[src/rtl/decode_fwd_ctrl.sv]
// Decode-stage hazard scheduler: shift-register scoreboard of in-flight register
// writes, per-stage forward selects, and load-use stall generation.
module decode_fwd_ctrl #(
    parameter int POST_DEC_LD      = 3,
    parameter int REG_N            = 16,
    parameter int REG_W            = 4,
    parameter int RIP_IDX          = 15,
    parameter int LOAD_READY_STAGE = 2
) (
    input  logic                          clk,
    input  logic                          rstn,
    input  logic                          issue_valid,
    input  logic [REG_W-1:0]              issue_d,
    input  logic [REG_W-1:0]              issue_s,
    input  logic [REG_W-1:0]              issue_t,
    input  logic [2:0]                    issue_use,
    input  logic                          issue_wr,
    input  logic [REG_W-1:0]              issue_wreg,
    input  logic                          issue_is_load,
    input  logic                          flush,
    output logic [POST_DEC_LD-1:0][2:0]   fwd_sig_from,
    output logic                          stall,
    output logic [31:0]                   stall_cycles
);

    localparam logic [REG_W-1:0] RIP = REG_W'(RIP_IDX);

    // Scoreboard: entry 0 is the youngest post-decode instruction.
    logic [POST_DEC_LD-1:0]             sb_v;
    logic [POST_DEC_LD-1:0][REG_W-1:0]  sb_wreg;
    logic [POST_DEC_LD-1:0]             sb_ld;

    logic [2:0][REG_W-1:0]              ops;
    logic [POST_DEC_LD-1:0][2:0]        hit;
    logic [2:0]                         haz;
    logic                               found;
    logic                               young_ld;
    int                                 young_idx;
    logic                               wreg_ok;
    logic                               insert;

    // Operand order {d,s,t}: bit 2 = d, bit 1 = s, bit 0 = t.
    always_comb begin
        ops[2]    = issue_d;
        ops[1]    = issue_s;
        ops[0]    = issue_t;
        hit       = '0;
        haz       = '0;
        found     = 1'b0;
        young_ld  = 1'b0;
        young_idx = 0;
        for (int x = 0; x < 3; x++) begin
            found     = 1'b0;
            young_ld  = 1'b0;
            young_idx = 0;
            // Walk oldest to youngest so the last hit seen is the youngest producer.
            for (int i = POST_DEC_LD - 1; i >= 0; i--) begin
                hit[i][x] = sb_v[i] && (sb_wreg[i] == ops[x]) && (ops[x] != RIP);
                if (hit[i][x]) begin
                    found     = 1'b1;
                    young_ld  = sb_ld[i];
                    young_idx = i;
                end
            end
            haz[x] = issue_valid && issue_use[x] && found && young_ld
                     && (young_idx < LOAD_READY_STAGE);
        end
    end

    assign fwd_sig_from = hit;
    assign stall        = |haz;

    // Out-of-range destinations name no architectural register and are not tracked.
    assign wreg_ok = (int'(issue_wreg) < REG_N) && (issue_wreg != RIP);
    assign insert  = issue_valid && issue_wr && !stall && !flush && wreg_ok;

    always_ff @(posedge clk or negedge rstn) begin
        if (!rstn) begin
            sb_v         <= '0;
            sb_wreg      <= '0;
            sb_ld        <= '0;
            stall_cycles <= '0;
        end else begin
            for (int i = 1; i < POST_DEC_LD; i++) begin
                sb_v[i]    <= sb_v[i-1];
                sb_wreg[i] <= sb_wreg[i-1];
                sb_ld[i]   <= sb_ld[i-1];
            end
            sb_v[0]    <= insert;
            sb_wreg[0] <= issue_wreg;
            sb_ld[0]   <= insert && issue_is_load;
            if (stall && (stall_cycles != 32'hFFFF_FFFF)) begin
                stall_cycles <= stall_cycles + 32'd1;
            end
        end
    end

endmodule

[config.mk]
export PLATFORM = sky130hd
export DESIGN_NAME = decode_fwd_ctrl
export DESIGN_NICKNAME = d
export VERILOG_FILES = /design/src/rtl/decode_fwd_ctrl.sv
export SDC_FILE = /design/constraint.sdc
export NUM_CORES = 1
export LEC_CHECK = 0
export ABC_CLOCK_PERIOD_IN_PS = 4200
export BUFFER_PORTS_ARGS = -buffer_cell sky130_fd_sc_hd__buf_2
export CAP_MARGIN = 20
export CORE_ASPECT_RATIO = 0.6
export CORE_MARGIN = 4
export CORE_UTILIZATION = 55
export DETAILED_ROUTE_END_ITERATION = 10
export MAX_ROUTING_LAYER = met4
export PLACE_DENSITY = 0.92
export RECOVER_POWER = 50
export SLEW_MARGIN = 25
export SYNTH_ARGS = -nofsm -noshare
export SYNTH_HDL_FRONTEND = slang
export SYNTH_SLANG_ARGS = --single-unit
[constraint.sdc]
create_clock -name clk -period 4.2 [get_ports clk]
set_input_delay 0.21 -clock clk [delete_from_list [all_inputs] [get_ports clk]]
set_output_delay 0.21 -clock clk [all_outputs]
set_load 0.01 [all_outputs]
### Yosys cells after proc, flatten, opt, wreduce, memory -nomap -nowiden

Cells that the tools add are included.

* word-level logic and storage cells: 90
* input bits: 25
* flip-flop bits (word level): 50
* output and inout port bits: 42

* equality and inequality tests: 14
* add/sub/neg operators: 1
* muxes and demuxes: 27
* $lt $le $gt $ge: 3
* reduce and logical (&&, ||, !) cells: 39

Operators with widths (count)
* two-way mux 32 bit: 6
* < comparator 32 x 3 -> 1 bit, second input constant: 3
* equality test 4 bit: 9
* logical AND 1 bit: 36
* adder 32 x 1 -> 32 bit, second input constant: 1
* != test 32 bit, second input constant: 1
* two-way mux 1 bit: 18
* != test 4 bit, second input constant: 4
* two-way mux 2 bit: 3
* OR reduction 3 bit: 1
* logical NOT 1 bit: 2

### Depth between registers and ports, before layout

Gate-level depths: netlist (run 1).

* depth in word-level cells: 15
* mapped depth: 9
* depth with buffers taken out: 7

### Worst setup path before layout (run 1)

Ideal clock, no wire load.

* kind: register to register
* start: register sb_wreg[0] (netlist bit)
* end: register stall_cycles[6]
* arrival time: 2.093 ns
* slack: 1.975 ns
* path buffers: 1
* cell stages (with the launch flop): 8
* period minus slack after synthesis: 2.225 ns
* setup time: 0.132 ns
* required time: 4.068 ns
* cells stage by stage: dfrtp_1 > or2_2 > a21oi_1 > mux2_2 > nor4_4 > buf_2 > nor3_1 > xor2_1

RTL lines
* start: declaration: RTL line 30 `logic [POST_DEC_LD-1:0][REG_W-1:0] sb_wreg;`
* start signal: indexed assignment: RTL line 86 `sb_wreg[i] <= sb_wreg[i-1];`
* end signal: assignment: RTL line 93 `stall_cycles <= stall_cycles + 32'd1;`
* end: declaration: RTL line 23 `output logic [31:0] stall_cycles`

### Final worst setup path (run 1)

* start: register sb_wreg[2] (netlist bit)
* end: output stall

* cells in the longest elaborated chain, start to end: 8
* elaborated cells on any way between the ends: 31
* those cells by class: order compare: 3; eq/ne: 3; mux: 9; reduce/logical: 16

RTL lines
* branches (longest 7 deep; another with < comparator 32 x 3 -> 1 bit)
* OR reduction 3 bit (*): RTL line 71 `assign stall = |haz;`
* end: declaration: RTL line 22 `output logic stall,`

Every way passes the cells marked *.

==> metrics, run 1 <==
Synth top area share 44.95%; I/O pin cnt 67; WP data required 3.99 ns; cells after synthesis 268; DRT iter0 DRCs 180; post-CTS setup buffers 0; Worst-path clk slew 0.08 ns; met3 WL 678 microns; ys async rst share 100.0%; gpl congestion 0.9798; final setup fails 0; Synth cell types 30; synth top area cells dfrtp_1, xor2_1, xnor2_1, nand3_1, nor3_1; Routed Antenna Nets 0; PD cells 290.0 mW/mm^2; fmax 328.2 MHz; diodes inserted 0; Netlist Area Pre-Place 0.002728 sq mm; CTS tree yes; Met2 Wirelength 2957 microns; clk root buf clkbuf_8; Remaining Overflow, GRT 0; Synth area leader dfrtp_1; Core Rows 19; Total Routing Usage GR 24.00%; Die Wd 98.92 microns; critical path startpoint sb_wreg[2]; MaxCap Viol Count 0; final hold viol count 0; Setup TNS 0 ns; mean post-synth cell area 10.18 sq um; drt total wl 6957 microns; outcome finished clean; worst-case clock buffer depth 2; Post-Syn Nets 294; HP Start issue_wreg[2]; CTS H-tree depth 2; HP Class input pin to register; routed vias 2314; register bit total from synthesis 49; top sig layer met4; Final period util 72.55%; critical path capture point type primary output; largest net degree at the start of global routing 27; first-pass GRT wire length 11540 microns; core area 0.004683 sq mm; met1 WL 3200 microns; Final min period 3.047 ns; # nets final 360; TritonCTS buffer count 5; end-of-flow core utilization 68.71%; layout cells sized above 1 24.18%; RSZ-0062 raised after global routing false; initial antenna violation count 0; proportion of synthesized chip area in sequential cells 44.95%; prevailing post-synth register cell dfrtp_1; clock sink count 49; worst-path maximum fanout 19; Final HPWL DP 5195 microns; vias per inst 5.814; Die Ht 62.55 microns; Pins Over Slew Limit 0; Starting Density 58.24%; Leak 1.597 nW; critical path arrival 2.84 ns; worst rel slew slack 11.73%; worst skew pair latency 0.30 ns; startpoint type of the worst setup path register; Worst VDD drop 0.0001616 V; post-CTS sizing 0; DR WL/cell 17.48 microns; First-pass DRT Iterations 5; Critical Path Max Stage Delay 0.61 ns; Worst R2R Start stall_cycles[12]; PortBufs 66; die area 0.006187 sq mm; Area Overhead vs Synth 17.98%; slew of the pin with the lowest slew margin 1.324 ns; critical path class register to primary output; DRC errors left 0; Worst Clk Skew 0.008378 ns; vias in the first global route 2251; Ys Warns 0; CP max stage cell nor4_4; hold_buf cts 1; Post-synth EDFFs 0; CP Cell Sequence xnor2_1 > nand4_1 > a21oi_1 > mux2_2 > nor4_4 > buf_4 > inv_1 > buf_2
-- sequential cells by signal, summed over array words and instances, names as in the netlist --
register,count
stall_cycles,32
sb_ld,2
sb_wreg,12
sb_v,3
-- worst paths after layout --
path / end / slack [ns] / cells past startpoint
setup / recovery: stall / 1.15 / 8
hold / removal: sb_wreg[2] / 0.03 / 1
setup reg to reg: stall_cycles[8] / 1.17 / 8
hold reg to reg: sb_ld[1] / 0.45 / 0
max in group asynchronous: sb_v[1] / 1.65 / 3
min in group asynchronous: stall_cycles[6] / 0.73 / 2
-- kinds of logic (layout without fill, tap and decap cells) --
logic type | Yosys count | in the layout | synth area share [%]
AO/OA/AOI/OAI | 10 | 10 | 2.018
XOR/XNOR | 58 | 58 | 18.62
adder cells (fa/ha/maj) | 1 | 1 | 0.4586
buffers and inverters | 19 | 86 | 3.532
flip-flops | 49 | 49 | 44.95
multiplexers | 3 | 3 | 1.193
AND/OR/NAND/NOR | 128 | 128 | 29.22
-- synthesized netlist by cell type (all sizes together), types with 3 or more instances --
master / instances
nor4: 6
or2: 4
nor2: 7
a21oi: 5
xnor2: 24
clkbuf: 5
nor3b: 4
dfrtp: 49
and3: 13
xor2: 34
nand2: 13
and4: 6
nand3: 28
buf: 10
nand4: 17
inv: 4
o21ai: 3
nor3: 25
-- through the flow --
stage / hold slack [ns] / cells / instance area (sq um) / power, mW / worst slack (ns)
after floorplan: -0.08559 / 268 / 2728 / 0.5511 / 1.975
after CTS: 0.02481 / 398 / 3247 / 0.9377 / 1.181
final: 0.03088 / 398 / 3218 / 0.9331 / 1.153
after global routing: 0.01090 / 398 / 3218 / 0.9730 / 0.8849
after global placement: 0.3329 / 388 / 3100 / 0.5922 / 1.431
after detailed placement: 0.2367 / 389 / 3120 / 0.5986 / 1.316
-- layout make-up --
class	instances	area, sq um
Clock inverter	1	30.03
Inverter	4	15.01
Fill cell	337	1465
Sequential cell	49	1226
Timing Repair Buffer	74	376.6
Multi-Input combinational cell	200	1405
Clock buffer	7	86.33
Tap cell	63	78.83
-- where the power goes --
part,switching [mW],total [mW],internal [mW]
logic,0.0467,0.0843,0.0376
clock network,0.150,0.344,0.194
registers,0.0203,0.505,0.484
total,0.217,0.933,0.716
-- placed cells by master (no fill, tap or decap), types with 2 or more instances in the layout --
cell	netlist	routed
a21oi_1	5	5
and2_1	2	2
and3_1	12	12
and4_1	6	6
buf_2	8	56
buf_4	0	6
clkbuf_1	5	12
clkbuf_8	0	6
dfrtp_1	49	49
inv_1	4	4
nand2_1	13	13
nand3_1	28	28
nand4_1	17	17
nor2_1	7	7
nor3_1	25	25
nor3b_1	4	4
nor4_4	5	5
o21ai_0	3	3
o31ai_1	2	2
or2_2	4	4
xnor2_1	24	24
xor2_1	34	34
-- worst max-delay path: cells and delay by family, from the launching register on --
kind / cells / cell delay [ns]
mux: 1 / 0.39
simple gates: 2 / 0.73
flops: 1 / 0.46
compound gates: 1 / 0.20
buf+inv: 3 / 0.58
xor+xnor: 1 / 0.19
-- metal layers --
layer	vias up	GRT usage, %
li1	1084	-
met1	1090	34.67
met2	122	32.53
met3	18	6.800
met4	0	7.496
met5	-	-
No activity file was read; power rests on OpenSTA's default activity.
==> run 2: changes to the inputs <==
Settings changed: ABC_CLOCK_PERIOD_IN_PS 4200 to 2550, CORE_UTILIZATION 55 to 48, PLACE_DENSITY 0.92 to 0.86.
Clock period 4.2 ns to 2.55 ns, I/O delays scaled along.
==> run 2 against run 1 <==
Net effect: combinational power rose by 74%; utilization fell by 6.5 points; critical path depth fell by 1; final cell count rose by 4.0%; non-clock buffer count rose by 4; routed wire length fell by 2.1%; clock skew fell by 0.0017 ns; highest routed layer unchanged; sequential power rose by 64%; via count fell by 1.8%; worst setup slack got worse by 1.1 ns; flip-flop and latch count did not move.
==> metrics, run 2 (synthesis results as in run 1) <==
Leak 1.645 nW; DRT iter0 DRCs 224; Final period util 96.01%; Total Routing Usage GR 21.09%; Worst-path clk slew 0.08 ns; number of flip-flops in the largest register 32; outcome finished clean; First-pass DRT Iterations 5; Gate power share 10.5%; HP Class input pin to register; critical path arrival 2.32 ns; sw frac 25.10%; Clk network pwr share 30.2%; largest registers stall_cycles x32, sb_wreg x12, sb_v x3; slew of the pin with the lowest slew margin 0.6234 ns; Setup TNS 0 ns; final setup fails 0; routed vias 2273; worst-case clock buffer depth 2; P_int 1.046 mW; initial antenna violation count 0; CP Cell Sequence or2_2 > a21oi_1 > mux2_2 > nor4_4 > buf_12 > inv_1 > buf_2; DRC errors left 0; RR Endpoint stall_cycles[20]; startpoint type of the worst setup path register; worst skew pair latency 0.30 ns; Starting Density 51.66%; gpl congestion 0.9839; Core Rows 20; vias per inst 5.490; area post-placement 0.003141 sq mm; Routed Antenna Nets 0; WP data required 2.42 ns; worst slack, placed 0.1218 ns; P_sw 0.3505 mW; I/O pin cnt 67; CTS H-tree depth 2; RSZ-0062 raised after global routing true; clk root buf clkbuf_8; worst rel slew slack 58.44%; PortBufs 66; clock sink count 49; fmax 408.5 MHz; DR WL/cell 16.44 microns; drt total wl 6808 microns; die area 0.006992 sq mm; Area Overhead vs Synth 20.46%; post-CTS setup buffers 0; Final min period 2.448 ns; WHS Path Cells 2; CP max stage cell dfrtp_1; MaxCap Viol Count 0; Pins Over Slew Limit 0; critical path capture point type primary output; critical path class register to primary output; Die Ht 66.39 microns; final hold viol count 0; CTS tree yes; Endpoint, Worst Hold sb_ld[0]; Sequential Power Share 59.3%; vias in the first global route 2158; Power Total 1.397 mW; Worst Clk Skew 0.006678 ns; # nets final 364; diodes inserted 0; most frequent cells in the layout buf_2, dfrtp_1, xor2_1; HP Start issue_is_load; layout cells sized above 1 28.78%; Final Cell Area 0.003286 sq mm; Die Wd 105.3 microns; Final HPWL DP 5209 microns; largest net degree at the start of global routing 50; final worst slack 0.1017 ns; reg2reg path depth 8; TritonCTS buffer count 5; commonest non-fill, non-tap cell in the layout buf_2; Largest Register stall_cycles; Remaining Overflow, GRT 0; worst-path maximum fanout 34; first-pass GRT wire length 11290 microns; flop-to-flop setup slack 0.15 ns; PD cells 425.0 mW/mm^2; Worst VDD drop 0.0002268 V; Critical Path Max Stage Delay 0.49 ns; core area 0.005280 sq mm; Worst R2R Start stall_cycles[12]
[run 2: cell count changes in the layout (fill, tap and decap cells not counted), sizes merged]
cell	delta
clkbuf	-13
buf	+11
dlygate4sd3	+4
bufinv	-1
clkinv	+1
[run 2: through the flow]
stage	cells	utilization, %	hold slack, ns
after floorplan	268	-	-0.1681
after global placement	403	59.43	0.2487
after detailed placement	403	59.48	0.1816
after CTS	414	61.82	0.04083
after global routing	414	62.23	0.04554
final	414	62.23	0.05590
[run 2: worst max path at each step]
stage | startpoint | end | slack (ns) | depth (start not counted)
4_1_cts | sb_wreg[3] | stall | 0.08 | 8
5_1_grt | sb_wreg[0] | stall | -0.001 | 7
2_1_floorplan | sb_wreg[0] | stall_cycles[6] | 0.33 | 7
3_5_place_dp | sb_wreg[7] | stall_cycles[3] | 0.12 | 8
6_report | sb_wreg[0] | stall | 0.10 | 7
3_3_place_gp | sb_wreg[3] | stall_cycles[1] | 0.19 | 8
[run 2: critical path: cells and delay by family (launching register included)]
family / cells / cell delay [ns]
AOI/OAI and AO/OA: 1 / 0.20
buffers and inverters: 3 / 0.46
DFF: 1 / 0.49
muxes: 1 / 0.38
and+or+nand+nor: 2 / 0.50
[run 2: power by group through the flow]
stage               Combinational, mW  Sequential (mW)  Clock [mW]
floorplan                      0.0680            0.840           0
global placement                0.138            0.841           0
detailed placement              0.140            0.843           0
CTS                             0.146            0.827       0.435
global route                    0.162            0.832       0.464
finish                          0.147            0.829       0.421
[run 2: metal layers]
metal | share of wire (%) | track usage, %
met3 | 6.9 | 5.951
met2 | 41 | 27.62
met5 | 0 | -
met4 | 0.57 | 3.437
met1 | 52 | 32.24
[run 2: repair_timing]
action,4_1_cts,5_1_grt
hold buffers,5,0
hold endpoints to repair,53,0
endpoints found under the setup margin,0,3
resized for setup,0,6
[run 2: layout make-up]
class / instances / area [sq um]
sequential: 49 / 1227
multi-input combinational: 200 / 1425
clock buffer: 5 / 68.82
tap: 77 / 96.34
inverter: 4 / 15.01
timing repair buffer: 78 / 447.9
fill: 429 / 1994
clock inverter: 1 / 5.005
==> run 3: changes to the inputs <==
Settings changed: ABC_CLOCK_PERIOD_IN_PS 2550 to 2300, CORE_UTILIZATION 48 to 53, PLACE_DENSITY 0.86 to 0.89.
Clock period 2.55 ns to 2.3 ns, I/O delays scaled along.
==> run 3 against run 2 <==
Net effect: the run now ends with setup timing left; first-iteration DRC count up 5.4%; via count up 13%; critical path depth up 4; critical path type is now register to register; critical endpoint is now stall_cycles[28].
==> metrics, run 3 (synthesis results as in run 1) <==
clk root buf clkbuf_8; layout cells sized above 1 41.05%; vias in the first global route 2476; final hold viol count 0; first-pass GRT wire length 12850 microns; initial antenna violation count 0; worst rel slew slack 68.07%; MaxCap Viol Count 0; CP Cell Sequence buf_4 > xnor2_1 > nand3_1 > nor4_1 > mux2_4 > nor4_4 > buf_6 > buf_4 > buf_6 > nor3_4 > xor2_1; Worst Clk Skew 0.006611 ns; Final period util 104.3%; Worst VDD drop 0.0003364 V; Power Total 1.631 mW; number of flip-flops in the largest register 32; core area 0.004778 sq mm; Final min period 2.399 ns; startpoint type of the worst setup path register; Remaining Overflow, GRT 0; critical path class register to register; Die Ht 63.57 microns; outcome finished, violations left; worst skew pair latency 0.30 ns; Total Routing Usage GR 26.14%; Worst R2R Start sb_wreg[5]; PortBufs 66; HP Class input pin to register; I/O pin cnt 67; largest net degree at the start of global routing 25; Final HPWL DP 5406 microns; area post-placement 0.003233 sq mm; WP data required 2.52 ns; CP max stage cell dfrtp_1; worst-path maximum fanout 4; flop-to-flop setup slack -0.1 ns; Placed Instances 404; Die Wd 100.6 microns; die area 0.006396 sq mm; final setup fails 19; largest registers stall_cycles x32, sb_wreg x12, sb_v x3; drt total wl 8095 microns; most frequent cells in the layout buf_2, dfrtp_1, xor2_1; final worst slack -0.09900 ns; end-of-flow core utilization 76.93%; failing checks setup timing; Worst-path clk slew 0.08 ns; gpl congestion 0.9860; commonest non-fill, non-tap cell in the layout buf_2; Critical Path Max Stage Delay 0.41 ns; Final Cell Area 0.003676 sq mm; DRT iter0 DRCs 236; RSZ-0062 raised after global routing true; Starting Density 57.08%; fmax 416.8 MHz; worst slack, placed -0.07883 ns; slew of the pin with the lowest slew margin 0.4790 ns; Area Overhead vs Synth 34.77%; Pins Over Slew Limit 0; worst-case clock buffer depth 2; CTS tree yes; DR WL/cell 19.00 microns; Largest Register stall_cycles; Core Rows 19; CTS H-tree depth 2; RR Endpoint stall_cycles[28]; DRC errors left 0; TritonCTS buffer count 5; First-pass DRT Iterations 5; critical path capture point type register; Leak 1.789 nW; Cell Count, Final, Fillers Out 426; Routed Antenna Nets 0; routed vias 2566; # nets final 389; critical path arrival 2.62 ns; worst setup path end stall_cycles[28]; reg2reg path depth 11; clock sink count 49; vias per inst 6.023; critical path startpoint sb_wreg[5]; PD cells 443.6 mW/mm^2; diodes inserted 0
==> run 3: repair_timing <==
action | in CTS | in global routing
resized for setup | 31 | 19
endpoints found under the hold margin | 22 | 0
pin swaps | 11 | 8
buffers inserted | 8 | 3
cloned | 1 | 0
endpoints found under the setup margin | 27 | 34
hold buffers | 5 | 0
==> run 3: per-stage QoR <==
| stage | TNS, ns | hold WS (ns) |
|---|---|---|
| 6_report | -0.8025 | 0.04514 |
| 5_1_grt | -4.607 | 0.03893 |
| 4_1_cts | -0.3453 | 0.02584 |
| 3_5_place_dp | -0.6305 | 0.09450 |
| 3_3_place_gp | 0 | 0.08828 |
| 2_1_floorplan | 0 | -0.1806 |
==> run 3: layer usage <==
layer	routed length [microns]	global-route usage, %
met4	230	6.555
met3	706	4.961
met2	3775	37.21
met5	0	-
met1	3383	38.24
==> run 3: worst min path at each step <==
stage	from	endpoint	slack, ns	depth (start not counted)
5_1_grt	issue_is_load	sb_ld[0]	0.04	2
6_report	issue_is_load	sb_ld[0]	0.05	2
3_5_place_dp	rstn	stall_cycles[7]	0.09	1
2_1_floorplan	rstn	sb_ld[0]	-0.18	0
3_3_place_gp	rstn	stall_cycles[8]	0.09	1
4_1_cts	issue_is_load	sb_ld[0]	0.03	2
==> run 3: final cells by class <==
cell class                      instances  area [sq um]
Inverter                                4         15.01
Clock buffer                            7         86.33
Tap cell                               63         78.83
Multi-Input combinational cell        200          1620
Timing Repair Buffer                  103         645.6
Sequential cell                        49          1230
Fill cell                             293          1102
==> run 3: critical path, delay by kind of cell (launching register included) <==
kind,cells,cell delay (ns)
multiplexers,1,0.25
AND/OR/NAND/NOR,4,0.80
XOR/XNOR,2,0.31
buffers and inverters,4,0.55
flip-flops,1,0.41
==> run 3: where the power goes <==
group,leakage (nW),internal (mW),switching (mW)
sequential,0.639,0.885,0.0340
combinational,1.11,0.0941,0.107
clock,0.0443,0.239,0.272
